--- src/rtl/ifu_mc_pkg.sv ---
// Shared definitions for the multi-cycle fetch unit and its controller.
// Latency: n/a (types, constants and one helper function only).
// Backpressure: n/a.
package ifu_mc_pkg;

  // Next-PC select encodings, shared with the multi-cycle controller
  localparam logic [2:0] NPC_SEQ = 3'b000;  // pc + 4
  localparam logic [2:0] NPC_J   = 3'b001;  // j / jal target
  localparam logic [2:0] NPC_BR  = 3'b011;  // taken branch target
  localparam logic [2:0] NPC_JR  = 3'b100;  // register target (jr)

  // Default PC after reset
  localparam logic [31:0] DEFAULT_RESET_PC = 32'h0000_3000;

  // Fetch handshake FSM
  typedef enum logic {
    ST_IDLE = 1'b0,
    ST_BUSY = 1'b1
  } fetch_state_t;

  // Branch displacement: sign-extended word offset converted to a byte offset
  function automatic logic [31:0] br_offset(input logic [15:0] imm16);
    return {{14{imm16[15]}}, imm16, 2'b00};
  endfunction

endpackage

--- src/rtl/ifu_mc_npc_calc.sv ---
// Next-PC mux for the fetch unit: sequential, jump, branch or register target.
// Latency: purely combinational.
// Backpressure: none; the caller decides when the result is loaded.
module npc_calc
  import ifu_mc_pkg::*;
(
  input  logic [31:0] pc,
  input  logic [31:0] ir_pc4,
  input  logic [31:0] ir,
  input  logic [31:0] rs_data,
  input  logic [2:0]  npc_sel,
  output logic [31:0] npc
);

  // Select the next PC; reserved select codes fall back to sequential flow
  always_comb begin
    npc = pc + 32'd4;
    case (npc_sel)
      NPC_SEQ: npc = pc + 32'd4;
      NPC_J:   npc = {ir_pc4[31:28], ir[25:0], 2'b00};
      NPC_BR:  npc = ir_pc4 + br_offset(ir[15:0]);
      NPC_JR:  npc = rs_data;
      default: npc = pc + 32'd4;
    endcase
  end

endmodule

--- src/rtl/ifu_mc.sv ---
// Multi-cycle instruction fetch unit: PC, IR, next-PC selection and imem req/ack fetch.
// Latency: IR valid the edge after ack (>= 1 cycle after ir_we); abort after TIMEOUT_CYCLES without ack.
// Backpressure: imem_req held until ack or timeout; ir_we ignored while fetch_busy is high.
// Optional feature: define IFU_ALIGN_CHECK_EN to force loaded PCs word-aligned and flag misalign.
module ifu_mc
  import ifu_mc_pkg::*;
#(
  parameter logic [31:0] RESET_PC       = DEFAULT_RESET_PC,
  parameter int unsigned TIMEOUT_CYCLES = 255
) (
  input  logic        clk,
  input  logic        rst,
  input  logic        pc_we,
  input  logic        ir_we,
  input  logic [2:0]  npc_sel,
  input  logic [31:0] rs_data,
  output logic        imem_req,
  output logic [31:0] imem_addr,
  input  logic        imem_ack,
  input  logic [31:0] imem_rdata,
  output logic [31:0] instr,
  output logic [5:0]  op,
  output logic [5:0]  funct,
  output logic [4:0]  rs,
  output logic [4:0]  rt,
  output logic [4:0]  rd,
  output logic [4:0]  shamt,
  output logic [15:0] imm16,
  output logic [31:0] pc,
  output logic [31:0] ir_pc4,
  output logic        fetch_busy,
  output logic        fetch_timeout,
  output logic        misalign
);

  // Counter value seen on the last waiting cycle; the next unacked edge aborts
  localparam logic [7:0] TO_LAST = 8'(TIMEOUT_CYCLES - 1);

  fetch_state_t state, state_nxt;
  logic [7:0]   to_cnt;
  logic [31:0]  fetch_addr;
  logic [31:0]  ir;
  logic [31:0]  npc;
  logic [31:0]  pc_load;
  logic         to_last;
  logic         fetch_start;
  logic         fetch_done;
  logic         fetch_abort;

  assign to_last = (to_cnt == TO_LAST);

  // FSM state register
  always_ff @(posedge clk or negedge rst) begin
    if (!rst) state <= ST_IDLE;
    else      state <= state_nxt;
  end

  // FSM next state: start on ir_we, finish on ack or on the timeout edge
  always_comb begin
    state_nxt = state;
    case (state)
      ST_IDLE: if (ir_we) state_nxt = ST_BUSY;
      ST_BUSY: if (imem_ack || to_last) state_nxt = ST_IDLE;
      default: state_nxt = ST_IDLE;
    endcase
  end

  // FSM outputs; ack wins over a timeout falling on the same edge
  always_comb begin
    imem_req    = 1'b0;
    fetch_busy  = 1'b0;
    fetch_start = 1'b0;
    fetch_done  = 1'b0;
    fetch_abort = 1'b0;
    case (state)
      ST_IDLE: fetch_start = ir_we;
      ST_BUSY: begin
        imem_req    = 1'b1;
        fetch_busy  = 1'b1;
        fetch_done  = imem_ack;
        fetch_abort = !imem_ack && to_last;
      end
      default: ;
    endcase
  end

  // Capture the fetch address from the PC as it was before any same-cycle PC write
  always_ff @(posedge clk or negedge rst) begin
    if (!rst)             fetch_addr <= 32'd0;
    else if (fetch_start) fetch_addr <= pc;
  end

  assign imem_addr = fetch_addr;

  // Cycles spent waiting for ack in the current fetch
  always_ff @(posedge clk or negedge rst) begin
    if (!rst)                         to_cnt <= 8'd0;
    else if (fetch_start)             to_cnt <= 8'd0;
    else if (fetch_busy && !imem_ack) to_cnt <= to_cnt + 8'd1;
  end

  // IR and link value; an aborted fetch leaves a nop in IR
  always_ff @(posedge clk or negedge rst) begin
    if (!rst) begin
      ir     <= 32'd0;
      ir_pc4 <= 32'd0;
    end else if (fetch_done) begin
      ir     <= imem_rdata;
      ir_pc4 <= fetch_addr + 32'd4;
    end else if (fetch_abort) begin
      ir     <= 32'd0;
      ir_pc4 <= fetch_addr + 32'd4;
    end
  end

  // One-cycle abort pulse following the timeout edge
  always_ff @(posedge clk or negedge rst) begin
    if (!rst) fetch_timeout <= 1'b0;
    else      fetch_timeout <= fetch_abort;
  end

  npc_calc u_npc_calc (
    .pc      (pc),
    .ir_pc4  (ir_pc4),
    .ir      (ir),
    .rs_data (rs_data),
    .npc_sel (npc_sel),
    .npc     (npc)
  );

`ifdef IFU_ALIGN_CHECK_EN
  logic misalign_q;

  assign pc_load  = {npc[31:2], 2'b00};
  assign misalign = misalign_q;

  // Sticky flag for any PC load that was not word-aligned
  always_ff @(posedge clk or negedge rst) begin
    if (!rst)                           misalign_q <= 1'b0;
    else if (pc_we && npc[1:0] != 2'b00) misalign_q <= 1'b1;
  end
`else
  assign pc_load  = npc;
  assign misalign = 1'b0;
`endif

  // PC update, independent of any fetch in flight
  always_ff @(posedge clk or negedge rst) begin
    if (!rst)       pc <= RESET_PC;
    else if (pc_we) pc <= pc_load;
  end

  // Instruction field decode
  assign instr = ir;
  assign op    = ir[31:26];
  assign rs    = ir[25:21];
  assign rt    = ir[20:16];
  assign rd    = ir[15:11];
  assign shamt = ir[10:6];
  assign funct = ir[5:0];
  assign imm16 = ir[15:0];

endmodule

--- config.mk ---
export PLATFORM = sky130hd
export DESIGN_NAME = ifu_mc
export DESIGN_NICKNAME = d
export VERILOG_FILES = /design/src/rtl/ifu_mc_pkg.sv /design/src/rtl/ifu_mc_npc_calc.sv /design/src/rtl/ifu_mc.sv
export SDC_FILE = /design/constraint.sdc
export NUM_CORES = 1
export LEC_CHECK = 0
export ABC_AREA = 1
export CORE_UTILIZATION = 25
export DETAILED_ROUTE_END_ITERATION = 8
export PLACE_DENSITY = 0.46
export SLEW_MARGIN = 20
export SYNTH_ARGS = -nofsm -noshare
export SYNTH_HDL_FRONTEND = slang
export SYNTH_HIERARCHICAL = 1
export SYNTH_SLANG_ARGS = --single-unit
--- constraint.sdc ---
create_clock -name clk -period 2.57 [get_ports clk]
set_input_delay 0.514 -clock clk [delete_from_list [all_inputs] [get_ports clk]]
set_output_delay 0.514 -clock clk [all_outputs]
set_load 0.005 [all_outputs]
After elaboration in Yosys (flattened, before gate mapping)
Cells that the tools add are included.

operators by class
  add/sub/neg operators = 4
  equality and inequality tests = 4
  multiplexer cells = 14
  bitwise logic cells = 1
  reductions and logical operators = 6

operator list
  kind                   count
  $mux 32                4
  $pmux 32 s3            1
  $add 32x3->32 const B  2
  $add 32x32->32         1
  $mux 8                 2
  $add 8x1->8 const B    1
  $eq 8x8->1 const B     1
  $mux 1                 6
  $reduce_bool 2->1      2
  $eq 3x1->1 const B     1
  $eq 3x2->1 const B     1
  $eq 3x3->1 const B     1
  $logic_and 1x1->1      2
  $pmux 1 s2             1
  $logic_not 1->1        1
  $logic_or 1x1->1       1
  $not 1->1              1

word-level totals
  bits in registers = 138
  bits of input ports = 72
  word-level logic and storage cells = 36

Longest topological paths before layout
  depth in word-level cells = 5
  gate-level depth with buffers = 17
  depth with buffers taken out = 17

By module
Netlist, hierarchy kept.

modules (own cells, without submodules)
  module    instances  cells an instance  area each (µm²)
  ifu_mc    1          789                6527.5
  npc_calc  1          734                3832.4

Worst setup path after synthesis
OpenSTA, ideal clock, no wires.

  kind = flip-flop to flip-flop
  start point = reg ir[0], in the netlist instr[0]
  end point = reg pc[20]
  arrival time = 1953 ps
  data required time = 2437 ps
  path slack = 484 ps
  cell stages (with the launch flop) = 18
  path buffers = 0
  clock period less this slack = 2086 ps
  cell sequence = dfrtp_1 ha_1 inv_1 fa_1 inv_1 nand3_1 nand2_2 nand2_1 nand2_2 nand2_1 nand2_1 nand2_1 nand2_1 nand2_1 nand3_1 nand3b_1 nand2_1 o21ai_0

between the ends
  word-level cells in the longest chain between the ends = 2

RTL lines
  what                    line                   RTL
  start, declared         ifu_mc.sv:42           logic [31:0] ir;
  start signal, assigned  ifu_mc.sv:108          ir <= imem_rdata;
  $add 32x32->32          ifu_mc_npc_calc.sv:21  NPC_BR: npc = ir_pc4 + br_offset(ir[15:0]);
  $pmux 32 s3             ifu_mc_npc_calc.sv:18  case (npc_sel)
  net npc[20]             ifu_mc.sv:43           logic [31:0] npc;
  end signal, assigned    ifu_mc.sv:150          else if (pc_we) pc <= pc_load;
  end, declared           ifu_mc.sv:29           output logic [31:0] pc,

The timed path passes the listed nets, and every way through them passes these cells.
A chain may end at the register's enable or synchronous reset.

Final worst setup path
  start point = reg ir_pc4[10]
  end point = reg pc[25]

between the ends
  word-level cells in the longest chain between the ends = 2

RTL lines
  what                    line                   RTL
  start, declared         ifu_mc.sv:30           output logic [31:0] ir_pc4,
  start signal, assigned  ifu_mc.sv:109          ir_pc4 <= fetch_addr + 32'd4;
  start signal, assigned  ifu_mc.sv:112          ir_pc4 <= fetch_addr + 32'd4;
  $add 32x32->32          ifu_mc_npc_calc.sv:21
  $pmux 32 s3             ifu_mc_npc_calc.sv:18
  net npc[25]             ifu_mc.sv:43

The timed path passes the listed nets, and every way through them passes these cells.

==> results.md <==
- Outcome: completed
- R2r worst-path depth: 11
- Wire length per cell: 20.1 µm
- FILL cells: 4338
- Sequential cell area: 0.00346 mm²
- Slew headroom: 0.547
- Initial core utilization: 0.254
- Ratio of cells with drive above 1 in the final layout: 0.109
- Worst-Skew Late Latency: 0.44 ns
- Clock Sinks: 138
- Synth Net Count: 1629
- Buf/Inv on CP: 1
- Largest net degree at the start of global routing: 52
- Synth Flop Type: dfrtp_1
- Root Buffer Master: clkbuf_16
- CTS tree: yes
- CP max stage delay: 0.45 ns
- Fin. Hold Viols: 0
- Core area: 0.0408 mm²
- Peak VDD IR: 443 µV
- Yosys top cell area share: 0.329
- Remaining Overflow, GRT: 0
- ANT cells: 0
- RSZ-0062 raised after global routing: false
- Nets: 1894
- Total CTS buffers: 17
- Dpl cells: 2301
- Worst Tran Pin Value: 0.679 ns
- Avg Cell Area, Syn: 6.80 µm²
- Final core occ: 0.350
- Die Area: 0.0423 mm²
- Layout Cells excl Fill: 2333
- Async SR Flop Fraction: 1.00
- Routed Antenna Nets: 0
- DRT iter0 DRCs: 945
- Gr usage total: 0.224
- Boundary pin count: 252
- Post-synthesis cell count: 1523
- Post_cts resized: 0
- Clock Pin Slew Worst Setup and Hold Paths: 0.06 ns
- Cell variety after synth: 52
- Min cycle time layout: 2.40 ns
- Chip height: 206 µm
- Path category of the worst min-delay check: input pin to async pin
- Area contributors post-synth: dfrtp_1 (33%), nand2_1 (17%), nand3_1 (8.2%)
- Final WL: 46.9 mm
- Critical Path Source: ir_pc4[10]
- Worst Path Required: 2.88 ns
- Hold buffers post-CTS: 0
- Clock skew: 0.00747 ns
- Max Cap Viol: 0
- # rows: 74
- Post-CTS setup buffer count: 0
- CP max stage cell: dfrtp_1
- Most common cell after layout, fill and taps aside: nand2_1
- Via count: 10930
- CP delay by family, top: simple AND/OR/NAND/NOR gates
- WP data arrival: 2.71 ns
- Max clock buf depth: 2
- Pwr dens: 912 mW/mm²
- Vias in the first global route: 10571
- Critical path peak fanout: 5
- Setup TNS: 0 ns
- Register area share after synthesis: 0.334
- Multi-input gate area: 0.00558 mm²
- DIE WIDTH: 206 µm
- CP cell instances: ha_1, nand2_1, buf_4, nor3_1, nand3_1, nand3_1, nand2_1, nand3_1, nand3b_1, nand2_1, o21ai_0
- Warnings from Yosys: 6
- WS Path Type: register to register
- Global-route wire length before repair: 69.1 mm
- Fin crit share: 0.935
- Final setup vio count: 0
- Commonest cells after routing, fill and taps aside: nand2_1 (476), clkdlybuf4s50_1 (248), inv_1 (179)
- Post-synth top area cell: dfrtp_1
- Register bit total from synthesis: 138
- H-Tree Level Count: 4
- Total power: 13000 µW
- First-pass DRT Iterations: 5
- Global placement routability congestion: 0.948
- Initial antenna violation count: 0
- # DRC: 0
- Post-Syn Area: 0.0104 mm²
- Critical R2R Launch: ir_pc4[10]
- Via/cell ratio: 4.68
- Leak: 0.00666 µW
- Post-synth EDFFs: 0
- R2R Path End: pc[25]
- Startpoint Class: register
- Layout area overhead: 38.0%
- R2R Setup Slk: 0.17 ns
- Fmax: 0.416 GHz
- Worst setup EP type: register
- IO buf count: 250
- Detail Placement HPWL: 38.0 mm
- Final slew viol count: 0
[flip-flops by register name (all words and copies together) (netlist names)]
name and cells:
imem_addr 32, instr 32, ir_pc4 32, pc 32
to_cnt 8, fetch_timeout 1, state 1
[cell usage after synthesis (all sizes together) (16+ instances only)]
cell type	count
buf	73
o21ai	82
nand4	24
inv	188
clkbuf	26
ha	33
nand2	486
xor2	20
nor3	16
dfrtp	136
nor2	134
nand3	174
a21oi	51
[metal layers]
layer / vias to the layer above / global-route usage / wire [µm]
li1: 5385 / - / -
met1: 5226 / 0.329 / 22700
met2: 296 / 0.352 / 21500
met3: 23 / 0.0219 / 2240
met4: 0 / 0.0458 / 509
met5: - / 0 / 0
[report_power, final]
| group | switching (µW) | internal (µW) |
|---|---|---|
| Sequential | 961 | 2760 |
| Clock | 1030 | 1580 |
| Combinational | 3520 | 3180 |
| Total | 5510 | 7530 |
[worst reg2reg max path: stages, from the launching register on]
cell	delay (ns)
dfrtp_1	0.45
ha_1	0.41
nand2_1	0.13
buf_4	0.16
nor3_1	0.27
nand3_1	0.22
nand3_1	0.14
nand2_1	0.05
nand3_1	0.17
nand3b_1	0.13
nand2_1	0.08
o21ai_0	0.08
[cells by family (layout without fill, tap and decap cells)]
kind of cell / Yosys count / after routing / share of synthesized area
compound gates: 174 / 174 / 0.102
xor+xnor: 35 / 35 / 0.0303
fa+ha+maj: 34 / 34 / 0.0418
flops: 138 / 138 / 0.334
other cells: 1 / 1 / 0.000362
buf+inv: 287 / 565 / 0.130
simple gates: 854 / 854 / 0.362
[area by class of cell]
class | instances | area share
multi-input combinational | 1098 | 0.390
sequential | 138 | 0.242
timing repair buffer | 345 | 0.230
inverter | 188 | 0.0493
tap | 532 | 0.0465
clock buffer | 22 | 0.0325
clock inverter | 10 | 0.00980
[how the worst max path moves through the flow]
stage	depth (start not counted)	end	slack, ns
after floorplan	17	pc[20]	0.48
after global placement	15	pc[24]	0.19
after detailed placement	9	pc[11]	0.17
after CTS	15	pc[24]	0.15
after global routing	12	pc[29]	0.008
final	11	pc[25]	0.17
[metrics by stage]
| stage | worst slack (ns) | hold WS, ns | instance area, µm² |
|---|---|---|---|
| detailed placement | 0.170 | 0.488 | 13700 |
| global placement | 0.187 | 0.482 | 13700 |
| CTS | 0.149 | 0.0555 | 14300 |
| finish | 0.166 | 0.0321 | 14300 |
| global route | 0.00811 | 0.0660 | 14300 |
| floorplan | 0.484 | 0.218 | 10400 |
No activity file was read; power rests on OpenSTA's default activity.
